[src/rtl/hazard_ctrl.sv]
// rtl/hazard_ctrl.sv - pipeline hazard controller for the 5-stage MIPS core
//
// Purpose: detects load-use and branch-operand hazards, tracks the multi-cycle
// mult/div unit for HI/LO consumers, and sequences the IF/ID and ID/EX
// pipeline registers (stall, bubble, flush).
//
// Optional feature macro: HAZARD_PERF_EN (stall/flush performance counters).
//
// Ports:
//   clk, rst_n            clock (rising edge), asynchronous active-low reset
//   ID_rs, ID_rt          source register fields of the instruction in ID
//   ID_UseRs, ID_UseRt    ID instruction actually reads rs / rt
//   ID_IsBranch           ID instruction compares registers in ID
//   Branch                branch/jump taken, resolved in ID
//   ID_MulDiv             ID instruction is mult/multu/div/divu
//   ID_ReadHiLo           ID instruction is mfhi/mflo
//   EX_WriteReg           destination register of the instruction in EX
//   EX_RegWrite           EX instruction writes a register
//   EX_MemRead            EX instruction is a load
//   PC_Write, IF_ID_Write front-end load enables
//   IF_Flush              zero the instruction entering IF/ID
//   ID_EX_Bubble          load a NOP into ID/EX
//   MD_Busy               mult/div unit occupied
//   Stall_Cnt, Flush_Cnt  performance counters (0 unless HAZARD_PERF_EN)

module hazard_ctrl #(
  parameter int MD_LAT = 4
) (
  input  logic        clk,
  input  logic        rst_n,
  input  logic [4:0]  ID_rs,
  input  logic [4:0]  ID_rt,
  input  logic        ID_UseRs,
  input  logic        ID_UseRt,
  input  logic        ID_IsBranch,
  input  logic        Branch,
  input  logic        ID_MulDiv,
  input  logic        ID_ReadHiLo,
  input  logic [4:0]  EX_WriteReg,
  input  logic        EX_RegWrite,
  input  logic        EX_MemRead,
  output logic        PC_Write,
  output logic        IF_ID_Write,
  output logic        IF_Flush,
  output logic        ID_EX_Bubble,
  output logic        MD_Busy,
  output logic [31:0] Stall_Cnt,
  output logic [15:0] Flush_Cnt
);

  typedef enum logic {
    RUN     = 1'b0,
    BR_WAIT = 1'b1
  } state_t;

  state_t      r_state;
  state_t      w_state_nxt;
  logic [3:0]  r_md_cnt;

  logic w_match;
  logic w_lu;
  logic w_brd;
  logic w_brl;
  logic w_mds;
  logic w_stall;
  logic w_flush;
  logic w_md_busy;

  // $0 is hardwired to zero, so a write to it never creates a dependency.
  assign w_match = (EX_WriteReg != 5'd0) &&
                   ((ID_UseRs && (ID_rs == EX_WriteReg)) ||
                    (ID_UseRt && (ID_rt == EX_WriteReg)));

  assign w_lu      = EX_MemRead && w_match;
  assign w_brd     = ID_IsBranch && EX_RegWrite && !EX_MemRead && w_match;
  assign w_brl     = ID_IsBranch && EX_MemRead && w_match;
  assign w_md_busy = (r_md_cnt != 4'd0);
  assign w_mds     = (ID_MulDiv || ID_ReadHiLo) && w_md_busy;

  // A branch on a loaded value needs the load to reach MEM/WB before the ID
  // comparator sees it: one LU stall, then one extra BR_WAIT cycle.
  assign w_stall = w_lu || w_brd || (r_state == BR_WAIT) || w_mds;
  assign w_flush = Branch && !w_stall;

  // State register
  always_ff @(posedge clk or negedge rst_n) begin
    if (!rst_n) begin
      r_state <= RUN;
    end else begin
      r_state <= w_state_nxt;
    end
  end

  // Next-state logic
  always_comb begin
    w_state_nxt = RUN;
    case (r_state)
      RUN:     w_state_nxt = w_brl ? BR_WAIT : RUN;
      BR_WAIT: w_state_nxt = RUN;
      default: w_state_nxt = RUN;
    endcase
  end

  // Output logic; reset forces the front end frozen and ID/EX bubbled.
  always_comb begin
    PC_Write     = 1'b0;
    IF_ID_Write  = 1'b0;
    IF_Flush     = 1'b0;
    ID_EX_Bubble = 1'b1;
    MD_Busy      = 1'b0;
    if (rst_n) begin
      PC_Write     = !w_stall;
      IF_ID_Write  = !w_stall;
      IF_Flush     = w_flush;
      ID_EX_Bubble = w_stall;
      MD_Busy      = w_md_busy;
    end
  end

  // Mult/div occupancy. MDS stalls any issue attempt while busy, so a reload
  // can only happen once the counter has drained to zero.
  always_ff @(posedge clk or negedge rst_n) begin
    if (!rst_n) begin
      r_md_cnt <= 4'd0;
    end else if (ID_MulDiv && !w_stall) begin
      r_md_cnt <= 4'(MD_LAT);
    end else if (w_md_busy) begin
      r_md_cnt <= r_md_cnt - 4'd1;
    end
  end

`ifdef HAZARD_PERF_EN
  logic [31:0] r_stall_cnt;
  logic [15:0] r_flush_cnt;

  always_ff @(posedge clk or negedge rst_n) begin
    if (!rst_n) begin
      r_stall_cnt <= 32'd0;
      r_flush_cnt <= 16'd0;
    end else begin
      if (w_stall && (r_stall_cnt != 32'hFFFF_FFFF)) begin
        r_stall_cnt <= r_stall_cnt + 32'd1;
      end
      if (w_flush && (r_flush_cnt != 16'hFFFF)) begin
        r_flush_cnt <= r_flush_cnt + 16'd1;
      end
    end
  end

  assign Stall_Cnt = r_stall_cnt;
  assign Flush_Cnt = r_flush_cnt;
`else
  assign Stall_Cnt = 32'd0;
  assign Flush_Cnt = 16'd0;
`endif

endmodule

[config.mk]
export PLATFORM = sky130hd
export DESIGN_NAME = hazard_ctrl
export DESIGN_NICKNAME = d
export VERILOG_FILES = /design/src/rtl/hazard_ctrl.sv
export SDC_FILE = /design/constraint.sdc
export NUM_CORES = 1
export LEC_CHECK = 0
export CORE_MARGIN = 2
export CORE_UTILIZATION = 31
export CTS_BUF_LIST = sky130_fd_sc_hd__clkbuf_4 sky130_fd_sc_hd__clkbuf_8
export DETAILED_ROUTE_END_ITERATION = 6
export GPL_TIMING_DRIVEN = 0
export HOLD_SLACK_MARGIN = 0.03
export PLACE_DENSITY = 0.88
export RECOVER_POWER = 25
export SLEW_MARGIN = 20
export SYNTH_ARGS = -nofsm -noshare
export SYNTH_HDL_FRONTEND = slang
export SYNTH_SLANG_ARGS = --single-unit
[constraint.sdc]
create_clock -name clk -period 2.4 [get_ports clk]
set_input_delay 0.6 -clock clk [delete_from_list [all_inputs] [get_ports clk]]
set_output_delay 0.6 -clock clk [all_outputs]
set_load 0.1 [all_outputs]
; After elaboration in Yosys (flattened, before gate mapping)
; Cells that the tools add are included.
[word_totals]
in_bits = 25
output_inout_bits = 53
elab_cells = 36
reg_bits = 5
[classes]
reduce_logical = 22
muxes = 8
eq_ne = 2
addsub = 1
bitwise_logic = 1
[ops]
columns = operator, n
row1 = 1-bit logical AND, 12
row2 = 5-bit == test, 2
row3 = 4-bit 2-to-1 mux, 2
row4 = 1-bit logical OR, 5
row5 = 1-bit 2-to-1 mux, 5
row6 = 5-bit nonzero test, 1
row7 = 4-bit nonzero test, 1
row8 = 4-bit by 1-bit subtractor with 4-bit output (second input constant), 1
row9 = 1-bit zero test, 2
row10 = 1-bit one-hot mux with 2 select lines, 1
row11 = 2-bit nonzero test, 1
row12 = 1-bit inverter, 1

; Longest topological paths before layout
[logic_depth]
ltp_word = 11
mapped_depth = 7
depth_no_buf = 7

; Least setup slack after synthesis
; No wires, ideal clock.
[synth_path]
path_kind = register to output
from = reg r_md_cnt[0]
to = out IF_Flush
path_buffers = 0
arrival_ns = 2.997
required_time_ns = 1.800
stages_incl_launch_ff = 8
slack_ns = -1.197
cell_sequence = dfrtp_1 -> inv_1 -> ha_1 -> or3b_4 -> o21ai_2 -> nand3b_1 -> a21oi_2 -> and2_1
[synth_via]
elab_chain_len = 6
[synth_rtl]
columns = element, line
row1 = from (decl), 58  ; logic [3:0] r_md_cnt;
row2 = from (signal assigned), 126  ; r_md_cnt <= 4'(MD_LAT);
row3 = from (signal assigned), 128  ; r_md_cnt <= r_md_cnt - 4'd1;
row4 = 4-bit nonzero test, 77  ; assign w_md_busy = (r_md_cnt != 4'd0);
row5 = 1-bit logical AND, 78  ; assign w_mds = (ID_MulDiv || ID_ReadHiLo) && w_md_busy;
row6 = 1-bit logical OR, 82  ; assign w_stall = w_lu || w_brd || (r_state == BR_WAIT) || w_mds;
row7 = 1-bit zero test, 83  ; assign w_flush = Branch && !w_stall;
row8 = 1-bit logical AND, 83
row9 = 1-bit 2-to-1 mux, 111  ; if (rst_n) begin
row10 = to (decl), 44  ; output logic IF_Flush,
; No other way between the ends.

; Final worst setup path
; Ends and elaborated chain as after synthesis.

==> results.md <==
* Area share of the largest cell type after synthesis at 0.450
* Required @ worst endpoint at 1.80 ns
* GRT Resource Usage Total at 0.112
* Setup Viol. Count Final at 4
* Leakage power total at 0.806 nW
* Detailed Place HPWL at 1.56 mm
* Synth-to-Final Area Change at 77.3%
* Vias at 757
* Final period util at 1.08
* RSZ-0062 raised after global routing: true
* First-pass GRT wire length at 2.79 mm
* IO Port Bufs at 29
* Slew Viols, Final at 0
* Drt wl/cell at 8.29 um
* Placed Cells at 209
* GR Layer Usage met1 at 0.0910
* Die ar. at 0.00306 mm^2
* Clock latency at the later pin of the worst-skew pair at 0.23 ns
* Netlist Area Pre-Place at 817 um^2
* Setup CP Type: reg2out
* Initial Util at 0.330
* Pin count of the biggest net entering global routing at 8
* Yosys synthesis warning count at 0
* Std-Cell Rows at 18
* Setup tns final at -0.565 ns
* Max Clk Rate at 387 MHz
* DRT iter0 DRCs at 8
* Clock sink total at 5
* First-pass DRT Iterations at 4
* Power density over the cells at 817 mW/mm^2
* Sw power at 0.682 mW
* Failing checks: negative setup slack
* Max-cap violation count at 0
* Inserted Diodes at 0
* Core area at 0.00248 mm^2
* Fillers at 231
* CTS Buf Count at 3
* Synth area leaders: buf_4 45%, dfrtp_1 15%, xnor2_1 12%
* Area leader, netlist: buf_4
* Reg2Reg Depth at 5
* Busiest layer in global routing: met2
* Fin nets at 215
* Vias in the first global route at 709
* Status: finished, violations left
* Register area share after synthesis at 0.153
* Maximum fanout along the worst path at 4
* Met2 Use GR at 0.248
* Die height at 55.3 um
* Number of remaining DRC errors at 0
* Worst setup EP type: output port
* Sequential power share at 0.125
* Initial antenna violation count at 0
* Final WS setup at -0.182 ns
* Peak VDD IR at around 0.53 mV
* Drt via density at roughly 3.5
* Final hold viol count at 0
* Clock group share of total power at 0.088
* DRT Wirelength at 1.81 mm
* Grt total ovfl at 0
* Hold Worst Slack at 0.344 ns
* Hold Path Class: in2async
* CTS max path bufs at 2
* Net switching share of the total power at 0.577
* Post-layout util at 0.585
* Placer Congestion at slightly below 0.7
* DIE WIDTH at around 55 um
* Netlist cell types at 26
* M3 GR Usage at 0.0141
* Comb pwr share at 0.788
* Share of post-route cells with drive strength above 1 at 0.388
* Clk_skew at 0.00112 ns
* Reg clk slew, reported paths at 0.04 ns
* Fin cells at 218
* # IOs at a little under 80
* CTS Root Cell: clkbuf_4
* CTS tree: yes
* Startpoint Class: flip-flop
* Internal power at around 0.5 mW
* Register bit total from synthesis at 5
* CP arrival at 1.98 ns
* Crit path time final at around 2.6 ns
* Post-Syn Instances at 103
* Average size of a mapped cell at 7.93 um^2
* Antenna-violating nets left at 0
* Htree depth at 1
state kept, by name, summed over array words and instances, names as in the netlist:
register	cells
r_md_cnt	4
r_state	1
power by group through the flow:
stage / Combinational (mW) / Sequential [mW] / Clock (mW)
5_1_grt: 0.973 / 0.154 / 0.111
2_1_floorplan: 0.729 / 0.142 / 0
6_report: 0.932 / 0.148 / 0.104
4_1_cts: 0.908 / 0.146 / 0.108
3_5_place_dp: 0.847 / 0.146 / 0
3_3_place_gp: 0.832 / 0.145 / 0
through the flow:
stage          instance area (um^2)  power, mW  setup slack (ns)
6_report                       1450       1.18            -0.182
4_1_cts                        1440       1.16            -0.160
3_3_place_gp                   1360      0.977             -1.27
2_1_floorplan                  1030      0.871            -0.621
3_5_place_dp                   1360      0.993             -1.28
5_1_grt                        1450       1.24            -0.262
final timing paths:
path / start / slack [ns] / endpoint
setup reg to reg: r_md_cnt[0] / 0.96 / r_md_cnt[1]
hold reg to reg: r_md_cnt[3] / 0.56 / r_md_cnt[3]
setup / recovery: r_md_cnt[0] / -0.18 / IF_Flush
hold / removal: rst_n / 0.34 / r_md_cnt[0]
min in group clk: r_md_cnt[3] / 0.56 / r_md_cnt[3]
max in group asynchronous: rst_n / 1.84 / r_md_cnt[3]
cell families (layout without fill, tap and decap cells):
kind of cell    count (synthesis)  count (layout)  share of synthesized area
fa+ha+maj                       1               1                     0.0153
other cells                     1              48                    0.00459
flops                           5               5                      0.153
xor+xnor                       11              11                      0.118
buf+inv                        53              91                      0.469
compound gates                 11              11                     0.0995
simple gates                   21              21                      0.141
worst max-delay path, cell delays in order, from the launching register on:
cell	delay, ns
dfrtp_1	0.38
inv_2	0.09
ha_4	0.13
or3b_4	0.39
o21ai_2	0.07
nand3b_1	0.13
a21oi_4	0.21
and2_4	0.18
buf_12	0.16
cell usage in the layout, fill, tap and decap left out, types with 2 or more instances in the layout:
master	count
nand3_1	2
clkbuf_4	4
nand4_1	2
dfrtp_1	5
a31oi_1	2
a21oi_1	2
inv_1	2
inv_2	2
buf_12	5
nor3_1	2
clkdlybuf4s15_1	2
nand2_1	6
xnor2_1	11
conb_1	48
clkdlybuf4s50_1	8
buf_4	53
o21ai_0	2
nor2_1	2
dlygate4sd2_1	14
synthesized netlist by cell type (all sizes together):
master and instances:
xnor2 11, nand4 2, a21o 1, and3 1, conb 1, nor2 2, inv 4, o22ai 1
a21oi 3, nor2b 1, nor3b 1, or3b 1, dfrtp 5, ha 1, nand2 6, a31oi 2
nor3 2, nand3 2, o21ai 3, and2 2, nand3b 1, buf 49, a41o 1
final cells by class:
| cell class | count | area (um^2) | share of cell area |
|---|---|---|---|
| well taps | 30 | 37.5 | 0.0259 |
| flip-flops and latches | 5 | 125 | 0.0864 |
| multi-input cells | 92 | 515 | 0.356 |
| clock buffers | 4 | 30.0 | 0.0207 |
| inverters | 4 | 15.0 | 0.0104 |
| plain buffers | 49 | 380 | 0.263 |
| repair buffers | 34 | 345 | 0.238 |
what timing repair did:
item                                    in CTS  in global routing
cloned                                       0                  0
buffers inserted                             4                  1
endpoints found under the setup margin       5                  4
pin swaps                                   14                  2
gates resized for setup                     62                  0
hold buffers                                 0                  0
per-layer routing:
metal / wire length [um] / vias up
li1: - / 410
met1: 555 / 312
met2: 1100 / 35
met3: 156 / 0
met4: 0 / 0
met5: 0 / -
Power figures use the tool's default switching activity.
